===== src/rtl/decode_pkg.sv =====
`default_nettype none
// ============================================================================
// Module      : decode_pkg
// Description : Shared definitions for the general-register field decoder and
//               the register-instruction encoder: operand bit-width codes,
//               register-code anchors and the encoder state enumeration.
// Revision    : 1.0 - initial release
// ============================================================================
package decode_pkg;

    // Operand-size codes as used by the code segment and by requests
    localparam logic [1:0] BIT_WIDTH_16 = 2'b01;
    localparam logic [1:0] BIT_WIDTH_32 = 2'b10;

    // Register field codes at the two ends of the one-hot ordering
    // (one-hot MSB is code 000, one-hot LSB is code 111)
    localparam logic [2:0] REG_CODE_EAX = 3'b000;
    localparam logic [2:0] REG_CODE_EDI = 3'b111;

    // Encoder byte-sequencer states
    typedef enum logic [1:0] {
        IDLE   = 2'd0,
        PREFIX = 2'd1,
        OPCODE = 2'd2,
        MODRM  = 2'd3
    } enc_state_t;

endpackage
`default_nettype wire


===== src/rtl/encode_register_instruction_if.sv =====
`default_nettype none
// ============================================================================
// Module      : encode_register_instruction_if
// Description : Request and byte-stream bundle of the register-instruction
//               encoder.
//               master : request producer / byte consumer
//               slave  : the encoder
//               req_*  : valid/ready request with opcode, width and registers
//               out_*  : valid/ready byte stream with last-byte marker
//               req_error : one-cycle pulse for a dropped illegal request
// Revision    : 1.0 - initial release
// ============================================================================
interface encode_register_instruction_if;

    logic       req_valid;
    logic       req_ready;
    logic [7:0] req_opcode;
    logic [1:0] req_bit_width;
    logic       req_w_in_instruction;
    logic       req_w;
    logic       req_reg_in_opcode;
    logic [7:0] req_reg_dst;
    logic [7:0] req_reg_src;
    logic       out_valid;
    logic       out_ready;
    logic [7:0] out_byte;
    logic       out_last;
    logic       req_error;

    modport master (
        output req_valid, req_opcode, req_bit_width, req_w_in_instruction,
               req_w, req_reg_in_opcode, req_reg_dst, req_reg_src, out_ready,
        input  req_ready, out_valid, out_byte, out_last, req_error
    );

    modport slave (
        input  req_valid, req_opcode, req_bit_width, req_w_in_instruction,
               req_w, req_reg_in_opcode, req_reg_dst, req_reg_src, out_ready,
        output req_ready, out_valid, out_byte, out_last, req_error
    );

endinterface
`default_nettype wire


===== src/rtl/onehot_to_register_code.sv =====
`default_nettype none
// ============================================================================
// Module      : onehot_to_register_code
// Description : Converts an 8-bit one-hot register selection to its 3-bit
//               register code (MSB -> 000, LSB -> 111).
//               onehot    : one-hot register selection
//               code      : register code (meaningful only when onehot_ok)
//               onehot_ok : exactly one bit of onehot is set
// Revision    : 1.0 - initial release
// ============================================================================
module onehot_to_register_code
    import decode_pkg::*;
(
    input  wire  [7:0] onehot,
    output logic [2:0] code,
    output logic       onehot_ok
);

    always_comb begin
        code = REG_CODE_EAX;
        for (int i = 0; i < 8; i++) begin
            if (onehot[i]) begin
                code = REG_CODE_EDI - 3'(i);
            end
        end
    end

    // Non-zero and a power of two
    assign onehot_ok = (onehot != 8'h00) && ((onehot & (onehot - 8'h01)) == 8'h00);

endmodule
`default_nettype wire


===== src/rtl/encode_register_instruction.sv =====
`default_nettype none
// ============================================================================
// Module      : encode_register_instruction
// Description : Encodes a one-hot register-to-register request into an IA-32
//               byte stream: optional operand-size prefix, opcode with the
//               w bit merged, and a mod=11 ModR/M byte (or a short form with
//               the register in opcode[2:0]). Bytes leave one per handshake.
//               clock   : rising-edge clock
//               reset_n : asynchronous active-low reset
//               bus     : request / byte-stream bundle (slave side)
// Revision    : 1.0 - initial release
// ============================================================================
module encode_register_instruction
    import decode_pkg::*;
#(
    parameter logic [1:0] DEFAULT_BIT_WIDTH   = BIT_WIDTH_32,
    parameter logic [7:0] OPERAND_SIZE_PREFIX = 8'h66
) (
    input  wire clock,
    input  wire reset_n,
    encode_register_instruction_if.slave bus
);

    enc_state_t state;
    enc_state_t w_next_state;

    // Captured request fields
    logic [7:0] r_opcode;
    logic       r_w_in;
    logic       r_w;
    logic       r_short;
    logic [2:0] r_dst_code;
    logic [2:0] r_src_code;

    // Holds req_ready low until the first edge after reset release
    logic       r_started;

    logic       r_out_valid;
    logic [7:0] r_out_byte;
    logic       r_out_last;
    logic       r_error;

    logic [2:0] w_dst_code;
    logic [2:0] w_src_code;
    logic       w_dst_ok;
    logic       w_src_ok;
    logic       w_width_ok;
    logic       w_req_ok;
    logic       w_accept;
    logic       w_need_prefix;

    logic [7:0] w_sel_opcode;
    logic       w_sel_w_in;
    logic       w_sel_w;
    logic       w_sel_short;
    logic [2:0] w_sel_dst;
    logic [2:0] w_sel_src;
    logic [7:0] w_next_byte;
    logic       w_next_last;

    onehot_to_register_code u_dst_code (
        .onehot    (bus.req_reg_dst),
        .code      (w_dst_code),
        .onehot_ok (w_dst_ok)
    );

    onehot_to_register_code u_src_code (
        .onehot    (bus.req_reg_src),
        .code      (w_src_code),
        .onehot_ok (w_src_ok)
    );

    assign bus.req_ready = r_started && (state == IDLE);
    assign w_accept      = bus.req_valid && bus.req_ready;
    assign w_width_ok    = (bus.req_bit_width == BIT_WIDTH_16) ||
                           (bus.req_bit_width == BIT_WIDTH_32);
    // The short form has no ModR/M, so its source field is irrelevant
    assign w_req_ok      = w_dst_ok && (bus.req_reg_in_opcode || w_src_ok) && w_width_ok;
    // Byte operations (w_in=1, w=0) never take the operand-size prefix
    assign w_need_prefix = (bus.req_bit_width != DEFAULT_BIT_WIDTH) &&
                           (!bus.req_w_in_instruction || bus.req_w);

    // State register
    always_ff @(posedge clock or negedge reset_n) begin
        if (!reset_n) begin
            state <= IDLE;
        end else begin
            state <= w_next_state;
        end
    end

    // Next-state logic; every non-IDLE state is presenting a valid byte
    always_comb begin
        w_next_state = state;
        case (state)
            IDLE: begin
                if (w_accept && w_req_ok) begin
                    w_next_state = w_need_prefix ? PREFIX : OPCODE;
                end
            end
            PREFIX: begin
                if (bus.out_ready) w_next_state = OPCODE;
            end
            OPCODE: begin
                if (bus.out_ready) w_next_state = r_short ? IDLE : MODRM;
            end
            MODRM: begin
                if (bus.out_ready) w_next_state = IDLE;
            end
            default: w_next_state = IDLE;
        endcase
    end

    // Output logic: computes the byte for the state being entered so that the
    // stream outputs can be registered. Leaving IDLE uses the live request
    // because the capture registers load on the same edge.
    always_comb begin
        w_sel_opcode = (state == IDLE) ? bus.req_opcode           : r_opcode;
        w_sel_w_in   = (state == IDLE) ? bus.req_w_in_instruction : r_w_in;
        w_sel_w      = (state == IDLE) ? bus.req_w                : r_w;
        w_sel_short  = (state == IDLE) ? bus.req_reg_in_opcode    : r_short;
        w_sel_dst    = (state == IDLE) ? w_dst_code               : r_dst_code;
        w_sel_src    = (state == IDLE) ? w_src_code               : r_src_code;
        w_next_byte  = 8'h00;
        w_next_last  = 1'b0;
        case (w_next_state)
            PREFIX: begin
                w_next_byte = OPERAND_SIZE_PREFIX;
            end
            OPCODE: begin
                if (w_sel_short) begin
                    w_next_byte = {w_sel_opcode[7:3], w_sel_dst};
                    w_next_last = 1'b1;
                end else begin
                    w_next_byte = {w_sel_opcode[7:1],
                                   w_sel_w_in ? w_sel_w : w_sel_opcode[0]};
                end
            end
            MODRM: begin
                w_next_byte = {2'b11, w_sel_src, w_sel_dst};
                w_next_last = 1'b1;
            end
            default: begin
                w_next_byte = 8'h00;
                w_next_last = 1'b0;
            end
        endcase
    end

    always_ff @(posedge clock or negedge reset_n) begin
        if (!reset_n) begin
            r_started   <= 1'b0;
            r_opcode    <= 8'h00;
            r_w_in      <= 1'b0;
            r_w         <= 1'b0;
            r_short     <= 1'b0;
            r_dst_code  <= 3'b000;
            r_src_code  <= 3'b000;
            r_out_valid <= 1'b0;
            r_out_byte  <= 8'h00;
            r_out_last  <= 1'b0;
            r_error     <= 1'b0;
        end else begin
            r_started   <= 1'b1;
            r_out_valid <= (w_next_state != IDLE);
            r_out_byte  <= w_next_byte;
            r_out_last  <= w_next_last;
            r_error     <= w_accept && !w_req_ok;
            if (w_accept && w_req_ok) begin
                r_opcode   <= bus.req_opcode;
                r_w_in     <= bus.req_w_in_instruction;
                r_w        <= bus.req_w;
                r_short    <= bus.req_reg_in_opcode;
                r_dst_code <= w_dst_code;
                r_src_code <= w_src_code;
            end
        end
    end

    assign bus.out_valid = r_out_valid;
    assign bus.out_byte  = r_out_byte;
    assign bus.out_last  = r_out_last;
    assign bus.req_error = r_error;

endmodule
`default_nettype wire


===== src/flat_wrapper.sv =====
// flat-port wrapper written by rule: the top's interface ports become plain ports
module encode_register_instruction_flat import decode_pkg::*;
#(
    parameter logic [1:0] DEFAULT_BIT_WIDTH   = BIT_WIDTH_32,
    parameter logic [7:0] OPERAND_SIZE_PREFIX = 8'h66
)
  (clock, reset_n, bus_req_valid, bus_req_opcode, bus_req_bit_width, bus_req_w_in_instruction, bus_req_w, bus_req_reg_in_opcode, bus_req_reg_dst, bus_req_reg_src, bus_out_ready, bus_req_ready, bus_out_valid, bus_out_byte, bus_out_last, bus_req_error);
  encode_register_instruction_if bus_i ();
  input  wire clock;
  input  wire reset_n;
  input wire logic [$bits(bus_i.req_valid)-1:0] bus_req_valid;
  input wire logic [$bits(bus_i.req_opcode)-1:0] bus_req_opcode;
  input wire logic [$bits(bus_i.req_bit_width)-1:0] bus_req_bit_width;
  input wire logic [$bits(bus_i.req_w_in_instruction)-1:0] bus_req_w_in_instruction;
  input wire logic [$bits(bus_i.req_w)-1:0] bus_req_w;
  input wire logic [$bits(bus_i.req_reg_in_opcode)-1:0] bus_req_reg_in_opcode;
  input wire logic [$bits(bus_i.req_reg_dst)-1:0] bus_req_reg_dst;
  input wire logic [$bits(bus_i.req_reg_src)-1:0] bus_req_reg_src;
  input wire logic [$bits(bus_i.out_ready)-1:0] bus_out_ready;
  output wire logic [$bits(bus_i.req_ready)-1:0] bus_req_ready;
  output wire logic [$bits(bus_i.out_valid)-1:0] bus_out_valid;
  output wire logic [$bits(bus_i.out_byte)-1:0] bus_out_byte;
  output wire logic [$bits(bus_i.out_last)-1:0] bus_out_last;
  output wire logic [$bits(bus_i.req_error)-1:0] bus_req_error;
  assign bus_i.req_valid = bus_req_valid;
  assign bus_i.req_opcode = bus_req_opcode;
  assign bus_i.req_bit_width = bus_req_bit_width;
  assign bus_i.req_w_in_instruction = bus_req_w_in_instruction;
  assign bus_i.req_w = bus_req_w;
  assign bus_i.req_reg_in_opcode = bus_req_reg_in_opcode;
  assign bus_i.req_reg_dst = bus_req_reg_dst;
  assign bus_i.req_reg_src = bus_req_reg_src;
  assign bus_i.out_ready = bus_out_ready;
  assign bus_req_ready = bus_i.req_ready;
  assign bus_out_valid = bus_i.out_valid;
  assign bus_out_byte = bus_i.out_byte;
  assign bus_out_last = bus_i.out_last;
  assign bus_req_error = bus_i.req_error;
  encode_register_instruction #(.DEFAULT_BIT_WIDTH(DEFAULT_BIT_WIDTH), .OPERAND_SIZE_PREFIX(OPERAND_SIZE_PREFIX)) u_core (.clock(clock), .reset_n(reset_n), .bus(bus_i));
endmodule

===== config.mk =====
export PLATFORM = sky130hd
export DESIGN_NAME = encode_register_instruction_flat
export DESIGN_NICKNAME = d
export VERILOG_FILES = /design/src/rtl/decode_pkg.sv /design/src/rtl/encode_register_instruction_if.sv /design/src/rtl/onehot_to_register_code.sv /design/src/rtl/encode_register_instruction.sv /design/src/flat_wrapper.sv
export SDC_FILE = /design/constraint.sdc
export NUM_CORES = 1
export LEC_CHECK = 0
export CORE_MARGIN = 8
export CORE_UTILIZATION = 43
export CTS_CLUSTER_SIZE = 8
export DETAILED_ROUTE_END_ITERATION = 12
export GPL_TIMING_DRIVEN = 1
export PLACE_DENSITY = 0.84
export SLEW_MARGIN = 20
export SYNTH_ARGS = -nofsm -noshare
export SYNTH_HDL_FRONTEND = slang
export SYNTH_SLANG_ARGS = --single-unit

===== constraint.sdc =====
create_clock -name clock -period 2.18 [get_ports clock]
set_input_delay 0.218 -clock clock [delete_from_list [all_inputs] [get_ports clock]]
set_output_delay 0.218 -clock clock [all_outputs]
set_load 0.005 [all_outputs]

==> load_flow_metrics.sql, run 1 <==
INSERT INTO impl_metrics (metric_group, metric, value, unit) VALUES
('run_status', 'run_status', 'complete, but fails checks', ''),
('run_status', 'violations', 'setup timing', ''),
('sta', 'setup_total_negative_slack', '-5440', 'ps'),
('worst_setup_path', 'path_class', 'in -> reg', ''),
('pwr', 'power.ir.vdd_worst', '0.3673', 'mV'),
('global_route', 'grt_first_pass_wirelength', '8500', 'um'),
('sta', 'finClkSkew', '7.592', 'ps'),
('floorplan', 'area_of_the_core', '0.003716', 'mm^2'),
('sta', 'max_slew.worst_pin.slew', '518.3', 'ps'),
('global_route', 'grt_util_all_layers', '0.1717', ''),
('sta', 'setup_violations', '28', ''),
('logic_synthesis', 'synth.lib_cells_used.distinct', '41', ''),
('worst_setup_path', 'critical_path.max_fanout', '6', ''),
('logic_synthesis', 'yosys_warnings', '0', ''),
('sta', 'timing.final.crit_share', '1.145', ''),
('pwr', 'power-per-cell-area', '535.5', 'mW/mm^2'),
('pwr', 'total_power', '1.430', 'mW'),
('final_layout', 'drive_above_1_share', '0.2977', ''),
('clocking', 'cts_root_buf', 'sky130_fd_sc_hd__clkbuf_8', ''),
('routing', 'number_of_vias_in_the_routed_layout', '1724', ''),
('clocking', 'post_cts_hold_buffer_count', '0', ''),
('logic_synthesis', 'postSynthCellCount', '183', ''),
('placement', 'detailed_placement_hpwl', '3538', 'um'),
('placement', 'placement.io_buffers', '44', ''),
('final_layout', 'layout-area-overhead-vs-synth', '58.27', '%'),
('clocking', 'cts_max_level', '2', ''),
('worst_setup_path', 'arrival', '2680', 'ps'),
('global_route', 'grt_start_max_net_pins', '32', ''),
('clocking', 'clkTransAtPathRegs', '70', 'ps'),
('sta', 'setup_slack', '-315.8', 'ps'),
('routing', 'wl_per_cell', '16.71', 'um'),
('clocking', 'clock-sinks', '31', ''),
('routing', 'detail_route.first_pass.iterations', '4', ''),
('clocking', 'insertion_delay', '280', 'ps'),
('logic_synthesis', 'synth.net_count', '217', ''),
('routing', 'via_per_inst', '5.561', ''),
('floorplan', 'die_width', '78.65', 'um'),
('floorplan', 'start_util', '0.4542', ''),
('global_route', 'antenna_found_initial', '0', ''),
('placement', 'routabilityCongestion', '0.8232', ''),
('clocking', 'cts_tree', 'yes', ''),
('sta', 'maxSlewViolCount', '0', ''),
('worst_setup_path', 'critical_path.endpoint_type', 'flop', ''),
('logic_synthesis', 'synth.ff_latch_count', '31', ''),
('flow_run', 'max_cap_violations', '0', ''),
('worst_setup_path', 'worstSetupStartpointType', 'input port', ''),
('final_layout', 'postLayoutCoreUtil', '0.7189', ''),
('logic_synthesis', 'synth.yosys.seq_area_share', '0.4596', ''),
('sta', 'final.min_clock_period', '2496', 'ps'),
('floorplan', 'die_h', '78.65', 'um'),
('worst_setup_path', 'critical_path_required', '2370', 'ps'),
('final_layout', 'antenna-diode-count', '0', ''),
('routing', 'drt_wl_total', '5179', 'um'),
('routing', 'drtAntennaViolNets', '0', ''),
('global_route', 'vias_in_the_first_global_route', '1751', ''),
('sta', 'hold_viol_final', '0', ''),
('routing', 'drt_iter0_markers', '125', ''),
('floorplan', 'placementRows', '22', ''),
('floorplan', 'die_area', '0.006186', 'mm^2'),
('global_route', 'grt_remaining_overflow', '0', ''),
('final_layout', 'final_net_count', '295', ''),
('final_layout', 'fillers', '251', ''),
('pwr', 'leakagePower', '1.252', 'nW'),
('routing', 'drc_errors', '0', ''),
('sta', 'max_freq', '400.7', 'MHz'),
('logic_synthesis', 'syn_area', '0.001688', 'mm^2'),
('floorplan', 'ios', '45', ''),
('clocking', 'max-clock-path-buffers', '2', ''),
('sta', 'worst_slew_margin_rel', '0.6499', ''),
('sta', 'setup_repair_after_global_routing_missed_its_margin', 'yes', ''),
('min_path', 'hold_class', 'in -> async', ''),
('clocking', 'cts_buffers', '5', ''),
('logic_synthesis', 'post_synth.cell_area_avg', '9.223', 'um^2');
[critical path: stages]
cell and delay (ps):
sky130_fd_sc_hd__buf_6 90, sky130_fd_sc_hd__or4_4 520, sky130_fd_sc_hd__o31a_1 280, sky130_fd_sc_hd__or3_1 360, sky130_fd_sc_hd__a22o_1 260, sky130_fd_sc_hd__or3_4 420
sky130_fd_sc_hd__buf_12 170, sky130_fd_sc_hd__o21a_1 180, sky130_fd_sc_hd__a22oi_1 160
[cells by family after synthesis]
logic type | share of synthesized area
and+or+nand+nor | 0.1683
AOI/OAI and AO/OA | 0.2009
DFF | 0.4596
muxes | 0.1208
buffers and inverters | 0.04077
adders and majority gates | 0.007412
other | 0.002222
[what timing repair did]
item	in CTS	in global routing
endpoints found under the hold margin	0	0
resized for setup	34	16
endpoints found under the setup margin	29	29
gates cloned	2	0
buffers inserted	1	0
pin swaps	9	4
[cells in the mapped netlist]
master                     count  area, um^2
sky130_fd_sc_hd__a21boi_0      1       7.510
sky130_fd_sc_hd__ha_1          1       12.51
sky130_fd_sc_hd__a211oi_1      1       7.510
sky130_fd_sc_hd__o21ai_1       1       5.000
sky130_fd_sc_hd__buf_2         1       5.000
sky130_fd_sc_hd__mux2_1        1       11.26
sky130_fd_sc_hd__nand2_1      19       71.32
sky130_fd_sc_hd__inv_1        10       37.54
sky130_fd_sc_hd__mux2_2       10       112.6
sky130_fd_sc_hd__o211ai_1      2       15.01
sky130_fd_sc_hd__a22o_1        1       8.760
sky130_fd_sc_hd__or4_1         1       7.510
sky130_fd_sc_hd__a221oi_1      1       8.760
sky130_fd_sc_hd__conb_1        1       3.750
sky130_fd_sc_hd__mux2i_1       8       80.08
sky130_fd_sc_hd__clkbuf_1      3       11.26
sky130_fd_sc_hd__nor4_1        2       12.51
sky130_fd_sc_hd__o31a_1        3       26.28
sky130_fd_sc_hd__nand2b_1      2       12.51
sky130_fd_sc_hd__a31oi_1       1       6.260
sky130_fd_sc_hd__o21bai_1      2       15.01
sky130_fd_sc_hd__and2_1        1       6.260
sky130_fd_sc_hd__a22oi_1       1       7.510
sky130_fd_sc_hd__nor2b_1       2       12.51
sky130_fd_sc_hd__o21a_1        1       7.510
sky130_fd_sc_hd__nand3_1       4       20.02
sky130_fd_sc_hd__a21oi_1      15       75.07
sky130_fd_sc_hd__o41ai_1       3       26.28
sky130_fd_sc_hd__o31ai_1       2       15.01
sky130_fd_sc_hd__o22ai_1       4       25.02
sky130_fd_sc_hd__or3_1         3       18.77
sky130_fd_sc_hd__dfrtp_1      31       775.7
sky130_fd_sc_hd__buf_6         1       11.26
sky130_fd_sc_hd__buf_1         1       3.750
sky130_fd_sc_hd__nor3b_1       1       7.510
sky130_fd_sc_hd__o21ai_0      15       75.07
sky130_fd_sc_hd__or2_2         1       6.260
sky130_fd_sc_hd__a21o_1        1       7.510
sky130_fd_sc_hd__or4_4         1       11.26
sky130_fd_sc_hd__nor2_1       14       52.55
sky130_fd_sc_hd__nor3_1        9       45.04
[layer usage]
metal | global-route usage | wire length, um | vias to the layer above
li1 | - | - | 823
met1 | 0.2033 | 2134 | 825
met2 | 0.2916 | 2635 | 59
met3 | 0.04328 | 261 | 17
met4 | 0.06481 | 147 | 0
met5 | 0 | 0 | -
[through the flow]
step / cell area (um^2) / hold slack, ps / setup slack [ps] / cells
after floorplan: 1700 / -77.59 / -389.7 / 183
after global placement: 2397 / 461.1 / -803.6 / 299
after detailed placement: 2397 / 469.2 / -858.2 / 299
after CTS: 2618 / 317.5 / -306.0 / 310
after global routing: 2671 / 370.5 / -327.9 / 310
final: 2671 / 326.3 / -315.8 / 310
[report_power, final]
part	internal (mW)	switching, mW
registers	0.590	0.00779
logic	0.137	0.116
clock network	0.369	0.211
total	1.10	0.334
[final cells by class]
type	instances	area, um^2	share of cell area
well taps	48	60.06	0.02248
inverters	10	42.54	0.01593
clock inverters	2	35.03	0.01311
repair buffers	77	744.5	0.2787
flip-flops and latches	31	775.7	0.2904
multi-input cells	136	930.9	0.3485
clock buffers	6	82.58	0.03091
[sequential cells by signal (all words and copies together) (netlist names), 2 cells and up]
| register | cells |
|---|---|
| u_core.bus.out_byte | 8 |
| u_core.r_opcode | 8 |
| u_core.r_dst_code | 3 |
| u_core.r_src_code | 3 |
| u_core.state | 2 |
[worst paths after layout]
kind	from	endpoint	slack, ps	cells past startpoint
max	bus_req_reg_src[5]	u_core.bus.out_byte[2]	-320	9
min	reset_n	u_core.r_opcode[1]	330	2
max reg2reg	u_core.state[1]	u_core.bus.out_byte[0]	-80	7
min reg2reg	u_core.r_dst_code[1]	u_core.r_dst_code[1]	490	2
max in group asynchronous	reset_n	u_core.bus.out_byte[7]	1560	2
min in group clock	bus_req_reg_src[3]	u_core.r_src_code[2]	340	4
[cells in the final DEF, fill, tap and decap left out, types with 2 or more instances in the layout]
master                            count
sky130_fd_sc_hd__clkdlybuf4s50_1     40
sky130_fd_sc_hd__o21ai_2              6
sky130_fd_sc_hd__nor3_1               9
sky130_fd_sc_hd__nor4_1               2
sky130_fd_sc_hd__buf_16               2
sky130_fd_sc_hd__nor2b_1              2
sky130_fd_sc_hd__o22ai_2              3
sky130_fd_sc_hd__o31a_1               3
sky130_fd_sc_hd__clkbuf_8             6
sky130_fd_sc_hd__nand2b_1             2
sky130_fd_sc_hd__nor2_1              14
sky130_fd_sc_hd__nand2_2              5
sky130_fd_sc_hd__o211ai_1             2
sky130_fd_sc_hd__buf_6                5
sky130_fd_sc_hd__or3_1                2
sky130_fd_sc_hd__a21oi_1             14
sky130_fd_sc_hd__buf_4               27
sky130_fd_sc_hd__inv_1                8
sky130_fd_sc_hd__mux2i_1              8
sky130_fd_sc_hd__o21bai_1             2
sky130_fd_sc_hd__o41ai_1              2
sky130_fd_sc_hd__dfrtp_1             31
sky130_fd_sc_hd__nand3_1              4
sky130_fd_sc_hd__o21ai_0              9
sky130_fd_sc_hd__mux2_2              10
sky130_fd_sc_hd__nand2_1             14
(Power assumes the default switching activity.)
==> run 2: changes to the inputs <==
--- a/config.mk
+++ b/config.mk
@@ -5,12 +5,12 @@
 export SDC_FILE = /design/constraint.sdc
 export NUM_CORES = 1
 export LEC_CHECK = 0
-export CORE_MARGIN = 8
-export CORE_UTILIZATION = 43
+export CORE_MARGIN = 5
+export CORE_UTILIZATION = 48
 export CTS_CLUSTER_SIZE = 8
 export DETAILED_ROUTE_END_ITERATION = 12
 export GPL_TIMING_DRIVEN = 1
-export PLACE_DENSITY = 0.84
+export PLACE_DENSITY = 0.88
 export SLEW_MARGIN = 20
 export SYNTH_ARGS = -nofsm -noshare
 export SYNTH_HDL_FRONTEND = slang
==> constraint.sdc (replaced) <==
create_clock -name clock -period 2.84 [get_ports clock]
set_input_delay 0.284 -clock clock [delete_from_list [all_inputs] [get_ports clock]]
set_output_delay 0.284 -clock clock [all_outputs]
set_load 0.005 [all_outputs]
==> run 2 against run 1 <==
Effect of this change: the run now ends clean; die area fell by 22%; worst hold slack got worse by 3.5 ps; largest cell class unchanged; final area fell by 12%; clock power fell by 37%.
==> load_flow_metrics.sql, run 2 (synthesis results as in run 1) <==
INSERT INTO impl_metrics (metric_group, metric, value, unit) VALUES
('final_layout', 'finalNonFillerCells', '289', ''),
('placement', 'placement.io_buffers', '44', ''),
('sta', 'setup_violations', '0', ''),
('global_route', 'vias_in_the_first_global_route', '1546', ''),
('worst_setup_path', 'critical_path_required', '3070', 'ps'),
('sta', 'worst_hold_slack', '322.7', 'ps'),
('worst_setup_path', 'end_of_the_worst_register_to_register_path', 'u_core.bus.out_byte[2]', ''),
('final_layout', 'most_frequent_cells_in_the_layout', 'sky130_fd_sc_hd__clkdlybuf4s50_1 (44), sky130_fd_sc_hd__dfrtp_1 (31), sky130_fd_sc_hd__nand2_1 (19)', ''),
('placement', 'preCtsSetupSlack', '-294.4', 'ps'),
('sta', 'setup_total_negative_slack', '0', 'ps'),
('global_route', 'grt_util_all_layers', '0.1841', ''),
('worst_setup_path', 'worst_path_max_delay_cell', 'sky130_fd_sc_hd__or4_4', ''),
('routing', 'via_per_inst', '5.609', ''),
('floorplan', 'die_h', '69.30', 'um'),
('sta', 'hold_viol_final', '0', ''),
('final_layout', 'layout-area-overhead-vs-synth', '40.03', '%'),
('worst_setup_path', 'reg2reg_launch_point', 'u_core.state[1]', ''),
('routing', 'drc_errors', '0', ''),
('run_status', 'run_status', 'finished clean', ''),
('floorplan', 'start_util', '0.5019', ''),
('sta', 'finClkSkew', '3.395', 'ps'),
('routing', 'drt_iter0_markers', '140', ''),
('clocking', 'post_cts_hold_buffer_count', '0', ''),
('worst_setup_path', 'critical_path.endpoint_type', 'flop', ''),
('routing', 'drt_wl_total', '4274', 'um'),
('routing', 'detail_route.first_pass.iterations', '4', ''),
('clocking', 'clkTransAtPathRegs', '100', 'ps'),
('clocking', 'clock-sinks', '31', ''),
('sta', 'maxSlewViolCount', '0', ''),
('floorplan', 'placementRows', '21', ''),
('sta', 'max_slew.worst_pin.slew', '546.2', 'ps'),
('routing', 'number_of_vias_in_the_routed_layout', '1621', ''),
('final_layout', 'final_net_count', '276', ''),
('global_route', 'antenna_found_initial', '0', ''),
('worst_setup_path', 'worstSetupStartpointType', 'input port', ''),
('global_route', 'grt_remaining_overflow', '0', ''),
('placement', 'detailed_placement_hpwl', '3202', 'um'),
('floorplan', 'ios', '45', ''),
('global_route', 'grt_first_pass_wirelength', '7155', 'um'),
('worst_setup_path', 'r2r_setup_slk', '630', 'ps'),
('final_layout', 'fillers', '256', ''),
('clocking', 'cts_buffers', '5', ''),
('floorplan', 'die_area', '0.004802', 'mm^2'),
('pwr', 'leakagePower', '1.097', 'nW'),
('placement', 'routabilityCongestion', '0.8902', ''),
('routing', 'drtAntennaViolNets', '0', ''),
('final_layout', 'drive_above_1_share', '0.1523', ''),
('clocking', 'cts_tree', 'yes', ''),
('pwr', 'power-per-cell-area', '417.0', 'mW/mm^2'),
('clocking', 'max-clock-path-buffers', '2', ''),
('worst_setup_path', 'critical_path.max_fanout', '9', ''),
('worst_setup_path', 'arrival', '3010', 'ps'),
('routing', 'wl_per_cell', '14.79', 'um'),
('sta', 'final.min_clock_period', '2779', 'ps'),
('worst_setup_path', 'path_class', 'in -> reg', ''),
('floorplan', 'area_of_the_core', '0.003363', 'mm^2'),
('worst_setup_path', 'worstRegToRegCells', '6', ''),
('final_layout', 'sequential_cell_area', '775.7', 'um^2'),
('sta', 'worst_slew_margin_rel', '0.6335', ''),
('sta', 'timing.final.crit_share', '0.9786', ''),
('clocking', 'cts_root_buf', 'sky130_fd_sc_hd__clkbuf_4', ''),
('sta', 'setup_slack', '60.79', 'ps'),
('min_path', 'hold_class', 'in -> async', ''),
('pwr', 'power.ir.vdd_worst', '0.3000', 'mV'),
('final_layout', 'postLayoutCoreUtil', '0.7028', ''),
('flow_run', 'max_cap_violations', '0', ''),
('worst_setup_path', 'crit_path_max_incr_delay', '540', 'ps'),
('worst_setup_path', 'cp_cell_sequence', 'clkdlybuf4s50_1, or4_4, o31a_1, or3_1, a22o_1, or3_4, buf_4, o41ai_2', ''),
('final_layout', 'antenna-diode-count', '0', ''),
('final_layout', 'layout.cells.most_common', 'sky130_fd_sc_hd__clkdlybuf4s50_1', ''),
('global_route', 'grt_start_max_net_pins', '32', ''),
('clocking', 'insertion_delay', '340', 'ps'),
('final_layout', 'multi_input_area', '860.8', 'um^2'),
('sta', 'max_freq', '359.8', 'MHz'),
('floorplan', 'die_width', '69.30', 'um'),
('clocking', 'cts_max_level', '2', ''),
('placement', 'placed_cells_incl_taps', '281', '');
-- run 2: power breakdown --
| part | internal (mW) | switching, mW |
|---|---|---|
| logic | 0.0876 | 0.0770 |
| clock network | 0.208 | 0.155 |
| registers | 0.452 | 0.00612 |
-- run 2: how the worst max path moves through the flow --
stage	start	end	slack, ps	cells after the start
after global placement	bus_req_reg_src[2]	u_core.r_dst_code[0]	-250	8
after floorplan	bus_req_reg_src[2]	u_core.r_dst_code[0]	160	8
after detailed placement	bus_req_reg_src[2]	u_core.bus.out_byte[2]	-290	9
final	bus_req_reg_src[2]	u_core.r_src_code[1]	60	8
after CTS	bus_req_reg_src[2]	u_core.bus.out_byte[2]	50	9
after global routing	bus_req_reg_src[2]	u_core.r_src_code[1]	-10	8
-- run 2: routing by layer --
| layer | share of wire | GRT usage | up-vias | routed length, um |
|---|---|---|---|---|
| met5 | 0 | 0 | - | 0 |
| met4 | 0.021 | 0.08460 | 0 | 89 |
| met3 | 0.065 | 0.05217 | 9 | 278 |
| met2 | 0.51 | 0.3072 | 59 | 2198 |
| met1 | 0.40 | 0.2181 | 767 | 1708 |
| li1 | - | - | 786 | - |
-- run 2: what timing repair did --
| item | CTS | global route |
|---|---|---|
| setup endpoints to repair | 0 | 2 |
| buffers inserted | 0 | 0 |
| resized for setup | 0 | 3 |
-- run 2: worst max-delay path: cells and delay by family --
family                 cells  cell delay [ps]
AOI/OAI and AO/OA          3              840
buffers and inverters      2              600
and+or+nand+nor            3             1290
-- run 2: area by class of cell --
type,instances,area share
clock buffers,6,0.02170
multi-input cells,136,0.3642
repair buffers,58,0.2308
well taps,46,0.02435
flip-flops and latches,31,0.3282
inverters,10,0.01588
clock inverters,2,0.01482
-- run 2: stage by stage --
stage,area (um^2),power (mW)
finish,2364,0.9856
detailed placement,2260,0.6282
floorplan,1688,0.5254
global placement,2260,0.6236
CTS,2346,0.9872
global route,2364,1.032
